===== src/rtl/mem_bist_master.sv =====
// Avalon-MM BIST master: fills a RAM range with seed+i or reads it back and counts mismatches.
// One access per cycle; read expectations travel through an RD_LAT-deep pipeline to the compare point.
module mem_bist_master #(
    parameter int ADDR_W = 10,
    parameter int DATA_W = 32,
    parameter int RD_LAT = 1
) (
    input  logic                clk,
    input  logic                reset_n,
    input  logic                cmd_valid,
    output logic                cmd_ready,
    input  logic                cmd_op,
    input  logic [ADDR_W-1:0]   cmd_base,
    input  logic [ADDR_W:0]     cmd_count,
    input  logic [DATA_W-1:0]   cmd_seed,
    input  logic                abort,
    output logic [ADDR_W-1:0]   m_address,
    output logic                m_clken,
    output logic                m_chipselect,
    output logic                m_write,
    output logic [DATA_W-1:0]   m_writedata,
    output logic [DATA_W/8-1:0] m_byteenable,
    input  logic [DATA_W-1:0]   m_readdata,
    output logic                busy,
    output logic                done,
    output logic                aborted,
    output logic [ADDR_W:0]     err_count,
    output logic [ADDR_W-1:0]   first_err_addr,
    output logic                first_err_valid
);

    typedef enum logic [2:0] {S_IDLE, S_WRITE, S_READ, S_DRAIN, S_DONE} state_t;

    state_t              state_q;
    logic [ADDR_W:0]     remain_q;
    logic [DATA_W-1:0]   pat_q;
    logic                m_chipselect_q;
    logic                m_write_q;
    logic [ADDR_W-1:0]   m_address_q;
    logic [DATA_W-1:0]   m_writedata_q;
    logic                cmd_ready_q;
    logic                busy_q;
    logic                done_q;
    logic                aborted_q;
    logic [ADDR_W:0]     err_count_q;
    logic [ADDR_W-1:0]   first_err_addr_q;
    logic                first_err_valid_q;

    logic                pipe_vld_q [RD_LAT];
    logic [DATA_W-1:0]   pipe_dat_q [RD_LAT];
    logic [ADDR_W-1:0]   pipe_adr_q [RD_LAT];

    logic rd_issue;
    logic last_access;
    logic rd_mismatch;
    logic rd_pending;

    assign rd_issue    = m_chipselect_q & ~m_write_q;
    assign last_access = (remain_q == (ADDR_W+1)'(1)) | abort;
    assign rd_mismatch = pipe_vld_q[RD_LAT-1] && (m_readdata != pipe_dat_q[RD_LAT-1]);

    // Reads still in flight that will not be compared on the coming edge.
    always_comb begin
        rd_pending = 1'b0;
        for (int k = 0; k < RD_LAT - 1; k++) begin
            rd_pending = rd_pending | pipe_vld_q[k];
        end
    end

    always_ff @(posedge clk or negedge reset_n) begin
        if (!reset_n) begin
            pipe_vld_q[0] <= 1'b0;
            pipe_dat_q[0] <= '0;
            pipe_adr_q[0] <= '0;
        end else begin
            pipe_vld_q[0] <= rd_issue;
            pipe_dat_q[0] <= pat_q;
            pipe_adr_q[0] <= m_address_q;
        end
    end

    for (genvar gi = 1; gi < RD_LAT; gi++) begin : g_pipe
        always_ff @(posedge clk or negedge reset_n) begin
            if (!reset_n) begin
                pipe_vld_q[gi] <= 1'b0;
                pipe_dat_q[gi] <= '0;
                pipe_adr_q[gi] <= '0;
            end else begin
                pipe_vld_q[gi] <= pipe_vld_q[gi-1];
                pipe_dat_q[gi] <= pipe_dat_q[gi-1];
                pipe_adr_q[gi] <= pipe_adr_q[gi-1];
            end
        end
    end

    always_ff @(posedge clk or negedge reset_n) begin
        if (!reset_n) begin
            state_q           <= S_IDLE;
            remain_q          <= '0;
            pat_q             <= '0;
            m_chipselect_q    <= 1'b0;
            m_write_q         <= 1'b0;
            m_address_q       <= '0;
            m_writedata_q     <= '0;
            cmd_ready_q       <= 1'b1;
            busy_q            <= 1'b0;
            done_q            <= 1'b0;
            aborted_q         <= 1'b0;
            err_count_q       <= '0;
            first_err_addr_q  <= '0;
            first_err_valid_q <= 1'b0;
        end else begin
            done_q <= 1'b0;
            if (rd_mismatch) begin
                err_count_q <= err_count_q + (ADDR_W+1)'(1);
                if (!first_err_valid_q) begin
                    first_err_valid_q <= 1'b1;
                    first_err_addr_q  <= pipe_adr_q[RD_LAT-1];
                end
            end
            case (state_q)
                S_IDLE: begin
                    if (cmd_valid) begin
                        cmd_ready_q       <= 1'b0;
                        busy_q            <= 1'b1;
                        err_count_q       <= '0;
                        first_err_valid_q <= 1'b0;
                        aborted_q         <= 1'b0;
                        remain_q          <= cmd_count;
                        pat_q             <= cmd_seed;
                        if (cmd_count == '0) begin
                            state_q <= S_DONE;
                            done_q  <= 1'b1;
                        end else begin
                            state_q        <= cmd_op ? S_READ : S_WRITE;
                            m_chipselect_q <= 1'b1;
                            m_write_q      <= ~cmd_op;
                            m_address_q    <= cmd_base;
                            m_writedata_q  <= cmd_op ? '0 : cmd_seed;
                        end
                    end
                end
                S_WRITE, S_READ: begin
                    if (last_access) begin
                        m_chipselect_q <= 1'b0;
                        m_write_q      <= 1'b0;
                        m_address_q    <= '0;
                        m_writedata_q  <= '0;
                        aborted_q      <= abort;
                        if (state_q == S_WRITE) begin
                            state_q <= S_DONE;
                            done_q  <= 1'b1;
                        end else begin
                            state_q <= S_DRAIN;
                        end
                    end else begin
                        remain_q      <= remain_q - (ADDR_W+1)'(1);
                        m_address_q   <= m_address_q + ADDR_W'(1);
                        pat_q         <= pat_q + DATA_W'(1);
                        m_writedata_q <= (state_q == S_WRITE) ? pat_q + DATA_W'(1) : '0;
                    end
                end
                S_DRAIN: begin
                    if (!rd_pending) begin
                        state_q <= S_DONE;
                        done_q  <= 1'b1;
                    end
                end
                S_DONE: begin
                    state_q     <= S_IDLE;
                    cmd_ready_q <= 1'b1;
                    busy_q      <= 1'b0;
                end
                default: state_q <= S_IDLE;
            endcase
        end
    end

    assign cmd_ready       = cmd_ready_q;
    assign busy            = busy_q;
    assign done            = done_q;
    assign aborted         = aborted_q;
    assign err_count       = err_count_q;
    assign first_err_addr  = first_err_addr_q;
    assign first_err_valid = first_err_valid_q;
    assign m_chipselect    = m_chipselect_q;
    assign m_clken         = m_chipselect_q;
    assign m_write         = m_write_q;
    assign m_address       = m_address_q;
    assign m_writedata     = m_writedata_q;
    assign m_byteenable    = '1;

endmodule


===== config.mk =====
export PLATFORM = sky130hd
export DESIGN_NAME = mem_bist_master
export DESIGN_NICKNAME = d
export VERILOG_FILES = /design/src/rtl/mem_bist_master.sv
export SDC_FILE = /design/constraint.sdc
export NUM_CORES = 1
export LEC_CHECK = 0
export ABC_AREA = 1
export CELL_PAD_IN_SITES_DETAIL_PLACEMENT = 1
export CELL_PAD_IN_SITES_GLOBAL_PLACEMENT = 2
export CORE_MARGIN = 2
export CORE_UTILIZATION = 32
export CTS_CLUSTER_SIZE = 20
export DETAILED_ROUTE_END_ITERATION = 10
export GPL_TIMING_DRIVEN = 0
export HOLD_SLACK_MARGIN = 0.05
export MAX_ROUTING_LAYER = met4
export PLACE_DENSITY = 0.93
export SETUP_SLACK_MARGIN = 0.4
export SLEW_MARGIN = 15
export SYNTH_ARGS = -nofsm -noshare
export SYNTH_HDL_FRONTEND = slang
export SYNTH_SLANG_ARGS = --single-unit

===== constraint.sdc =====
create_clock -name clk -period 3.6 [get_ports clk]
set_input_delay 0.9 -clock clk [delete_from_list [all_inputs] [get_ports clk]]
set_output_delay 0.9 -clock clk [all_outputs]
set_load 0.1 [all_outputs]

==> metrics.txt <==
Syn Area/Cell 7.821 sq um; Total Die Area 27210 sq um; unrepaired setup endpoints after global routing no; crit path time final 3025 ps; clock sinks 159; area growth from synthesis to layout 31.71%; EDFF count, synth 0; status completed; post-route ant nets 0; Req. time, crit path 2700 ps; Initial Utilization 32.73%; Crit Reg-Reg Startpoint pat_q[0]$_DFFE_PN0P_; Die H 165.0 um; routability-driven placement congestion ratio 0.8657; GRT Residual Overflow 0; Worst Tran Pin Value 1051 ps; kind of critical path reg2out; PortBufs 160; Remaining DRCs 0; Max Cap Viol 0; DRT iter0 DRCs 498; fin. max-slew vios 0; DP Wirelength 21360 um; final count of negative-setup-slack endpoints 0; first-pass iteration count of the detailed router 5; R2R Setup Slk 1390 ps; share of flip-flops with an asynchronous set or reset 100.0%; Max-slew headroom 29.69%; yosys warns 0; clock latency on the worst-skew pair 440 ps; layout cell share with drive strength beyond 1 7.245%; core box area 25330 sq um; #FFs+latches synth 159; DIE WIDTH 165.0 um; clk slew on worst S/H paths 80 ps; Max Fclk 0.3305 GHz; Post-CTS Setup Bufs 0; initial antenna violation count 1; Final period util 84.04%; post-synthesis sequential area ratio 48.01%; Most used DFF post-synth dfrtp_1; hold_buf cts 0; Worst Path Arrival 2130 ps; Num CTS Buffers 17; CP Launch Type register; Synth Instances 1060; cell area after synthesis 8290 sq um; Fin. Hold Viols 0; Reg2Reg Capture Point pat_q[18]$_DFFE_PN0P_; Root Buffer clkbuf_16; Post-Route WL 28460 um; # resized after CTS 0; Hold WC Path Type in2async; worst-case reg-to-reg path depth 10; Setup TNS Final 0 ps; clock skew 12.85 ps; largest net degree at the start of global routing 86; Max FO, Critical Path 4; gr usage total 22.40%; CTS tree done; DR vias/cell 4.893; Crit. End Element output pin; number of global-route vias before repair 8084; wire per inst 17.93 um; vias 7765; Nets 1338; CTS max path bufs 2; H-tree depth 4; Netlist cell types 40; # IOs 165; filler cell count 3092; Sequential Area 3980 sq um; num rows 58; first-pass GRT wire length 45010 um; multi-input logic area 3623 sq um
[how the worst max path moves through the flow]
stage | startpoint | endpoint | cells after the start
2_1_floorplan | m_chipselect$_DFFE_PN0P_ | m_clken | 1
3_3_place_gp | reset_n | pipe_dat_q[16]$_DFF_PN0_ | 1
3_5_place_dp | m_readdata[2] | first_err_addr[3]$_DFFE_PN0P_ | 10
4_1_cts | m_chipselect$_DFFE_PN0P_ | m_clken | 2
5_1_grt | m_chipselect$_DFFE_PN0P_ | m_clken | 2
6_report | m_chipselect$_DFFE_PN0P_ | m_clken | 2
[synthesized netlist by cell type, types with 2 or more instances]
library cell	number	area [sq um]
o211ai_1	5	37.54
nand2_4	2	22.52
a21oi_1	79	395.4
or2_2	2	12.51
xor2_1	22	192.7
a31oi_1	31	193.9
nor3_1	13	65.06
o22ai_1	5	31.28
clkbuf_1	11	41.29
nor2_1	146	548.0
dfrtp_1	158	3954
buf_4	12	90.09
nor2_2	3	18.77
xnor2_1	27	236.5
ha_1	5	62.56
o21ai_0	36	180.2
buf_2	18	90.09
nor4_1	2	12.51
buf_6	2	22.52
nor3_2	2	20.02
inv_2	6	22.52
a22oi_1	9	67.56
nand2_1	251	942.2
nand2_2	4	25.02
nand3_1	55	275.3
o21bai_1	2	15.01
inv_1	114	427.9
nand4_1	20	125.1
o21ai_1	7	35.03
[stage by stage]
step	utilization (%)	instance area (sq um)	hold slack, ps	cells	worst slack, ps
6_report	43.11	10920	418.2	1587	574.7
5_1_grt	43.11	10920	457.9	1587	499.5
4_1_cts	43.10	10920	450.2	1586	552.5
3_5_place_dp	40.86	10350	439.9	1554	467.7
3_3_place_gp	40.73	10320	437.1	1553	-5147
2_1_floorplan	-	8302	374.6	1063	1349
[cell families after synthesis]
logic type	synth area share, %
other	0.04523
adders and majority gates	0.7546
xor gates and xnor gates	5.177
AOI/OAI and AO/OA	11.88
and+or+nand+nor	25.72
buffers and inverters	8.421
DFF	48.01
[routing by layer]
metal | GRT usage (%) | wire [um] | vias to the layer above
li1 | - | - | 3769
met1 | 29.19 | 13180 | 3792
met2 | 36.36 | 13670 | 183
met3 | 3.943 | 1283 | 21
met4 | 5.573 | 327 | 0
met5 | - | 0 | -
[worst max-delay path, stage by stage (launching register included)]
cell and delay (ps):
dfrtp_1 430, buf_4 140, clkdlybuf4s50_1 1120
[placed cells by master, fill, tap and decap left out, types with 5 or more instances in the layout]
cell               n
a21oi_1           79
a22oi_1            9
a31oi_1           31
buf_2             18
buf_4             12
clkbuf_1          12
clkbuf_16         17
clkdlybuf4s50_1  159
dfrtp_1          158
ha_1               5
inv_1            114
inv_2              6
inv_6              7
nand2_1          251
nand3_1           55
nand4_1           20
nor2_1           146
nor3_1            13
o211ai_1           5
o21ai_0           36
o21ai_1            7
o22ai_1            5
xnor2_1           27
xor2_1            22
[layout make-up]
class | count | area share, %
diodes | 1 | 0.02292
clock buffers | 18 | 3.930
flip-flops and latches | 159 | 36.45
repair buffers | 161 | 14.97
clock inverters | 14 | 1.272
inverters | 121 | 4.160
well taps | 330 | 3.781
multi-input cells | 740 | 33.18
plain buffers | 43 | 2.234
[flip-flops by register name, indices dropped and copies added, names as in the netlist]
register         flops
busy                 1
first_err_addr      10
m_writedata         32
err_count           11
aborted              1
pat_q               32
m_address           10
m_write              1
pipe_dat_q          32
first_err_valid      1
cmd_ready            1
pipe_adr_q          10
remain_q            11
m_chipselect         1
done                 1
pipe_vld_q           1
state_q              3
Power is not shown: default switching activity piles up to over one toggle a cycle in this logic, so the estimate is an artifact.
